--- config.mk ---
export PLATFORM = sky130hd
export DESIGN_NAME = priority_decoder
export DESIGN_NICKNAME = d
export VERILOG_FILES = /design/src/rtl/priority_decoder.sv
export SDC_FILE = /design/constraint.sdc
export NUM_CORES = 1
export LEC_CHECK = 0
export CAP_MARGIN = 20
export CORE_MARGIN = 10
export CORE_UTILIZATION = 30
export CTS_CLUSTER_SIZE = 28
export DETAILED_ROUTE_END_ITERATION = 8
export PLACE_DENSITY = 0.58
export SLEW_MARGIN = 20
export SYNTH_ARGS = -nofsm -noshare
export SYNTH_HDL_FRONTEND = slang
export SYNTH_SLANG_ARGS = --single-unit
export TNS_END_PERCENT = 50
--- constraint.sdc ---
create_clock -name clk -period 1.65 [get_ports clk]
set_input_delay 0.33 -clock clk [delete_from_list [all_inputs] [get_ports clk]]
set_output_delay 0.33 -clock clk [all_outputs]
set_load 0.1 [all_outputs]
--- src/rtl/priority_decoder.sv ---
// priority_decoder: replays 4-bit line codes as timed active-low one-hot patterns
module priority_decoder #(
  parameter int HOLD_CYCLES = 4,
  parameter int GAP_CYCLES  = 1
) (
  input  logic       clk,
  input  logic       rst_n,
  input  logic [3:0] code_in,
  input  logic       code_valid,
  output logic       code_ready,
  output logic [7:0] out_n,
  output logic       busy,
  output logic       err,
  input  logic       err_clr
);
  typedef enum logic [1:0] {IDLE, HOLD, GAP} state_t;
  localparam logic [7:0] HOLD_LD = 8'(HOLD_CYCLES - 1);
  localparam logic [7:0] GAP_LD  = 8'(GAP_CYCLES > 0 ? GAP_CYCLES - 1 : 0);
  state_t     state, state_nx;
  logic [7:0] cnt, cnt_nx, out_nx;
  logic       err_nx, acc, legal;
  assign code_ready = state == IDLE;
  assign busy       = state != IDLE;
  assign acc        = code_valid & code_ready;
  assign legal      = code_in <= 4'd8;
  // next state, counter, pattern and sticky error; illegal accepts beat err_clr
  always_comb begin
    state_nx = state;
    cnt_nx   = cnt;
    out_nx   = (state == HOLD && cnt != 8'd0) ? out_n : 8'hFF;
    err_nx   = (acc & ~legal) | (err & ~err_clr);
    case (state)
      IDLE: if (acc && legal) begin
        state_nx = HOLD;
        cnt_nx   = HOLD_LD;
        out_nx   = code_in == 4'd0 ? 8'hFF : ~(8'd1 << (code_in - 4'd1));
      end
      HOLD: if (cnt == 8'd0) begin
        state_nx = GAP_CYCLES > 0 ? GAP : IDLE;
        cnt_nx   = GAP_LD;
      end else cnt_nx = cnt - 8'd1;
      GAP: if (cnt == 8'd0) state_nx = IDLE;
      else cnt_nx = cnt - 8'd1;
      default: begin
        state_nx = IDLE;
        cnt_nx   = 8'd0;
      end
    endcase
  end
  // state registers with asynchronous return to idle
  always_ff @(posedge clk or negedge rst_n)
    if (!rst_n) begin
      state <= IDLE;
      cnt   <= 8'd0;
      out_n <= 8'hFF;
      err   <= 1'b0;
    end else begin
      state <= state_nx;
      cnt   <= cnt_nx;
      out_n <= out_nx;
      err   <= err_nx;
    end
endmodule

# Yosys cells after proc, flatten, opt, wreduce, memory -nomap -nowiden
# Cells that the tools add are included.
[word_totals]
register_bits = 19
inputBits = 8
out_inout_bits = 11
wordCells = 42
[op_classes]
addsub = 2
n_lt_le_gt_ge = 1
n_eq_ne = 6
n_shift = 1
n_mux = 12
n_bitwise = 7
reduce_logical = 9
[op_table]
columns = ["op", "n"]
rows = [
  ["8-bit 2-to-1 mux", 7],
  ["8-bit one-hot mux with 3 select lines", 1],
  ["8-bit zero test", 1],
  ["8-bit NOT", 1],
  ["8-bit nonzero test", 1],
  ["1-bit by 4-bit << shifter with 8-bit output, first input constant", 1],
  ["8-bit by 1-bit subtractor with 8-bit output, second input constant", 1],
  ["2-bit 2-to-1 mux", 3],
  ["2-bit one-hot mux with 3 select lines", 1],
  ["4-bit <= comparator, second input constant", 1],
  ["4-bit zero test", 1],
  ["2-bit by 1-bit != test with 1-bit output, second input constant", 2],
  ["2-bit != test, second input constant", 2],
  ["4-bit by 1-bit subtractor with 4-bit output, second input constant", 1],
  ["1-bit bitwise AND", 3],
  ["3-bit AND reduction", 1],
  ["2-bit by 1-bit equality test with 1-bit output, second input constant", 1],
  ["2-bit equality test, second input constant", 1],
  ["1-bit logical AND", 2],
  ["2-bit zero test", 1],
  ["1-bit NOT", 2],
  ["2-bit AND reduction", 1],
  ["2-bit nonzero test", 1],
  ["1-bit OR", 1],
]

# Depth between registers and ports, before layout
[depth]
depth_word = 6
mapped_depth = 7
mapped_depth_nobuf = 6

# Worst setup path before layout
# OpenSTA, ideal clock, no wires.
[synth_timing]
path_kind = "register to register"
from = "register state[0]"
to = "register cnt[0]"
setup_time_ns = 0.076
t_arrival_ns = 2.004
t_required_ns = 1.574
path_slack_ns = -0.430
path_stages_with_launch = 6
path_buffers = 1
path_cell_list = "dfrtp_1 > buf_6 > or2_2 > inv_1 > nand3_1 > o21ai_1"
[synth_via]
elab_chain_cells = 5
elab_cells_between_ends = 9
cone_classes = "eq/ne (4); mux (1); bitwise (1); reduce/logical (3)"
[synth_lines]
columns = ["item", "line_no", "source"]
rows = [
  ["from (decl)", "19", "state_t state, state_nx;"],
  ["from (signal assigned)", "58", "state <= state_nx;"],
  ["2-bit zero test (*)", "22", "assign code_ready = state == IDLE;"],
  ["via code_ready", "10", "output logic code_ready,"],
  ["1-bit bitwise AND", "24", "assign acc = code_valid & code_ready;"],
  ["1-bit logical AND", "33", "IDLE: if (acc && legal) begin"],
  ["2-bit by 1-bit != test with 1-bit output (no line)", "--", ""],
  ["2-bit AND reduction (no line)", "--", ""],
  ["to (signal assigned)", "59", "cnt <= cnt_nx;"],
  ["to (decl)", "20", "logic [7:0] cnt, cnt_nx, out_nx;"],
]
# The timed path passes the listed nets; every way through them passes the cells marked *.
# A chain may end at the register's enable or synchronous reset.

# Final worst setup path
[layout_timing]
from = "register cnt[3]"
to = "register cnt[2]"
[layout_via]
elab_chain_cells = 3
elab_cells_between_ends = 5
cone_classes = "eq/ne (1); mux (2); reduce/logical (2)"
[layout_lines]
columns = ["item", "line_no"]
rows = [
  ["8-bit zero test (*)", "38, 42"],
  ["8-bit 2-to-1 mux / 2-bit != test (equally long branches)", "--"],
  ["8-bit one-hot mux with 3 select lines / 2-bit AND reduction (equally long branches)", "--"],
]
# Mark *: on every way between the ends. The rest lies on a longest branch, timed or not.

==> results.sh <==
export IMPL_drt_wl_total_mm=2.91
export IMPL_async_flop_share_pct=100
export IMPL_ys_warn_count=0
export IMPL_setup_tns_ns=-0.0101
export IMPL_yosysTopAreaCell="dfrtp_1"
export IMPL_cts_root_buf="clkbuf_4"
export IMPL_violations="setup timing"
export IMPL_synth_top_cells_by_area="dfrtp_1, dfstp_2, o32a_1"
export IMPL_syn_to_final_growth_pct=60.3
export IMPL_core_area_um2=3360
export IMPL_io_buffers=18
export IMPL_period_minus_slack_ns=1.66
export IMPL_synth_seq_cells=19
export IMPL_h_tree_depth=1
export IMPL_initial_core_util_pct=31.4
export IMPL_final_nets=161
export IMPL_cp_cell_sequence="or4_4 > nor3_4 > a211o_1 > a22o_1"
export IMPL_die_h_um=79.3
export IMPL_synth_cells=102
export IMPL_power_mw=2.75
export IMPL_r2r_cells=4
export IMPL_status="finished with violations"
export IMPL_clk_pin_slew_ns=0.11
export IMPL_synth_seq_area_share_pct=46.0
export IMPL_drcViolationCount=0
export IMPL_num_rows=21
export IMPL_p_per_area_nw_per_um2=1620
export IMPL_syn_area_per_cell_um2=10.3
export IMPL_cp_slowest_cell="or4_4"
export IMPL_max_cap_violations=0
export IMPL_fin_ws_ns=-0.0101
export IMPL_cts_buffers=3
export IMPL_max_stage_delay_ns=0.58
export IMPL_dieArea_um2=6290
export IMPL_grt_overflow=0
export IMPL_leakagePower_nw=0.685
export IMPL_ios=19
export IMPL_yosysUniqueCellTypes=42
export IMPL_rsz0062_at_grt="yes"
export IMPL_antenna_found_initial=0
export IMPL_grt_usage_pct=9.74
export IMPL_fillCellCount=344
export IMPL_wl_per_cell_um=14.9
export IMPL_max_slew_margin_pct=77.9
export IMPL_synth_most_common_cell="dfrtp_1"
export IMPL_syn_area_um2=1050
export IMPL_whs_ns=0.344
export IMPL_clock_latency_ns=0.30
export IMPL_fin_skew_ns=0.000652
export IMPL_vias_per_cell=4.92
export IMPL_finalMaxSlewViolations=0
export IMPL_synth_commonest_cells="dfrtp_1, nand2_1, dfstp_2"
export IMPL_hold_class="primary input to asynchronous set/reset pin"
export IMPL_start_kind="flip-flop"
export IMPL_synth_edf_count=0
export IMPL_grt_max_degree=20
export IMPL_critPathArrivalTime_ns=1.91
export IMPL_worst_slew_pin_slew_ns=0.329
export IMPL_regArea_um2=485
export IMPL_synthFlopType="dfrtp_1"
export IMPL_end_kind="flip-flop"
export IMPL_cts_tree="yes"
export IMPL_drtAntennaViolNets=0
export IMPL_drive_above_1_share_pct=47.3
export IMPL_peakVddDrop_mv=0.847
export IMPL_grt_pass1_vias=1081
export IMPL_dr_pass1_iters=4
export IMPL_synth_fp_nets=112
export IMPL_finalHoldViolations=0
export IMPL_critPathMaxFanout=5
export IMPL_drt_iter0_markers=36
export IMPL_cts_sinks=19
export IMPL_fp_dieW_um=79.3
export IMPL_vias=964
export IMPL_setup_viol=1
export IMPL_worstSetupPathType="flip-flop to flip-flop"
export IMPL_synth_top_area_share_pct=26.1
export IMPL_gp_congestion=0.808
export IMPL_required_ns=1.90
export IMPL_grt_first_pass_wirelength_mm=4.93
export IMPL_dp_hpwl_mm=2.26
export IMPL_max_clock_freq_mhz=602
export IMPL_antenna_cells=0
export IMPL_multi_input_area_um2=586
export IMPL_dp_slack_ns=-0.311
export IMPL_cts_max_path_buffers=2
export IMPL_fin_crit_sh_pct=101
[placed cells by master (no fill, tap or decap), types with 5 or more instances in the layout]
master,count
buf_12,11
clkdlybuf4s50_1,7
nor3_1,6
o32a_1,5
dfrtp_1,11
buf_4,27
o21ai_0,5
nand2_1,8
dfstp_2,8
[sequential cells by signal, summed over array words and instances (netlist names)]
| register | cells |
|---|---|
| err | 1 |
| state | 2 |
| cnt | 8 |
| out_n | 8 |
[critical path: cells and delay by family (launching register included)]
| kind | cells | cell delay, ns |
|---|---|---|
| simple gates | 2 | 0.90 |
| compound gates | 2 | 0.26 |
| flops | 1 | 0.45 |
[area by class of cell]
type / instances / area share (%)
multi-input combinational: 74 / 34.6
clock buffer: 3 / 1.33
tap: 46 / 3.40
timing repair buffer: 46 / 29.8
inverter: 7 / 1.78
sequential: 19 / 28.7
clock inverter: 1 / 0.296
[path summary, 6_finish.rpt]
| path | endpoint | slack, ns | start |
|---|---|---|---|
| max | cnt[2] | -0.01 | cnt[3] |
| min | cnt[2] | 0.34 | rst_n |
| max reg2reg | cnt[2] | -0.01 | cnt[3] |
| min reg2reg | out_n[6] | 0.55 | out_n[6] |
| max in group asynchronous | out_n[6] | 1.04 | rst_n |
| min in group clk | out_n[6] | 0.55 | out_n[6] |
[timing repair]
action                                  in CTS  in global routing
buffers inserted                             2                  3
hold buffers                                 0                  0
pin swaps                                    3                  9
gates resized for setup                      7                  5
endpoints found under the setup margin      14                 17
[kinds of logic (layout without fill, tap and decap cells)]
| logic type | Yosys count | after routing | share of synthesized area, % |
|---|---|---|---|
| mux | 1 | 1 | 0.949 |
| simple gates | 36 | 36 | 20.4 |
| buf+inv | 9 | 57 | 4.27 |
| fa+ha+maj | 3 | 3 | 3.32 |
| compound gates | 33 | 33 | 24.2 |
| flops | 19 | 19 | 46.0 |
| xor+xnor | 1 | 1 | 0.831 |
[layer usage]
layer	track usage (%)	routed length, um	vias up
li1	-	-	478
met1	11.3	1270	456
met2	15.7	1410	26
met3	3.60	199	4
met4	4.30	35	0
met5	0	0	-
[metrics by stage]
step           cells  cell area [um^2]  util, %
3_5_place_dp     187              1580     46.8
4_1_cts          193              1650     48.9
2_1_floorplan    102              1070        -
6_report         196              1690     50.3
3_3_place_gp     187              1580     46.8
5_1_grt          196              1690     50.3
[where the power goes]
group	switching, mW	internal [mW]
clock	0.153	0.0903
combinational	0.896	0.746
sequential	0.192	0.667
Note: power is estimated with default switching activity, not from simulation.
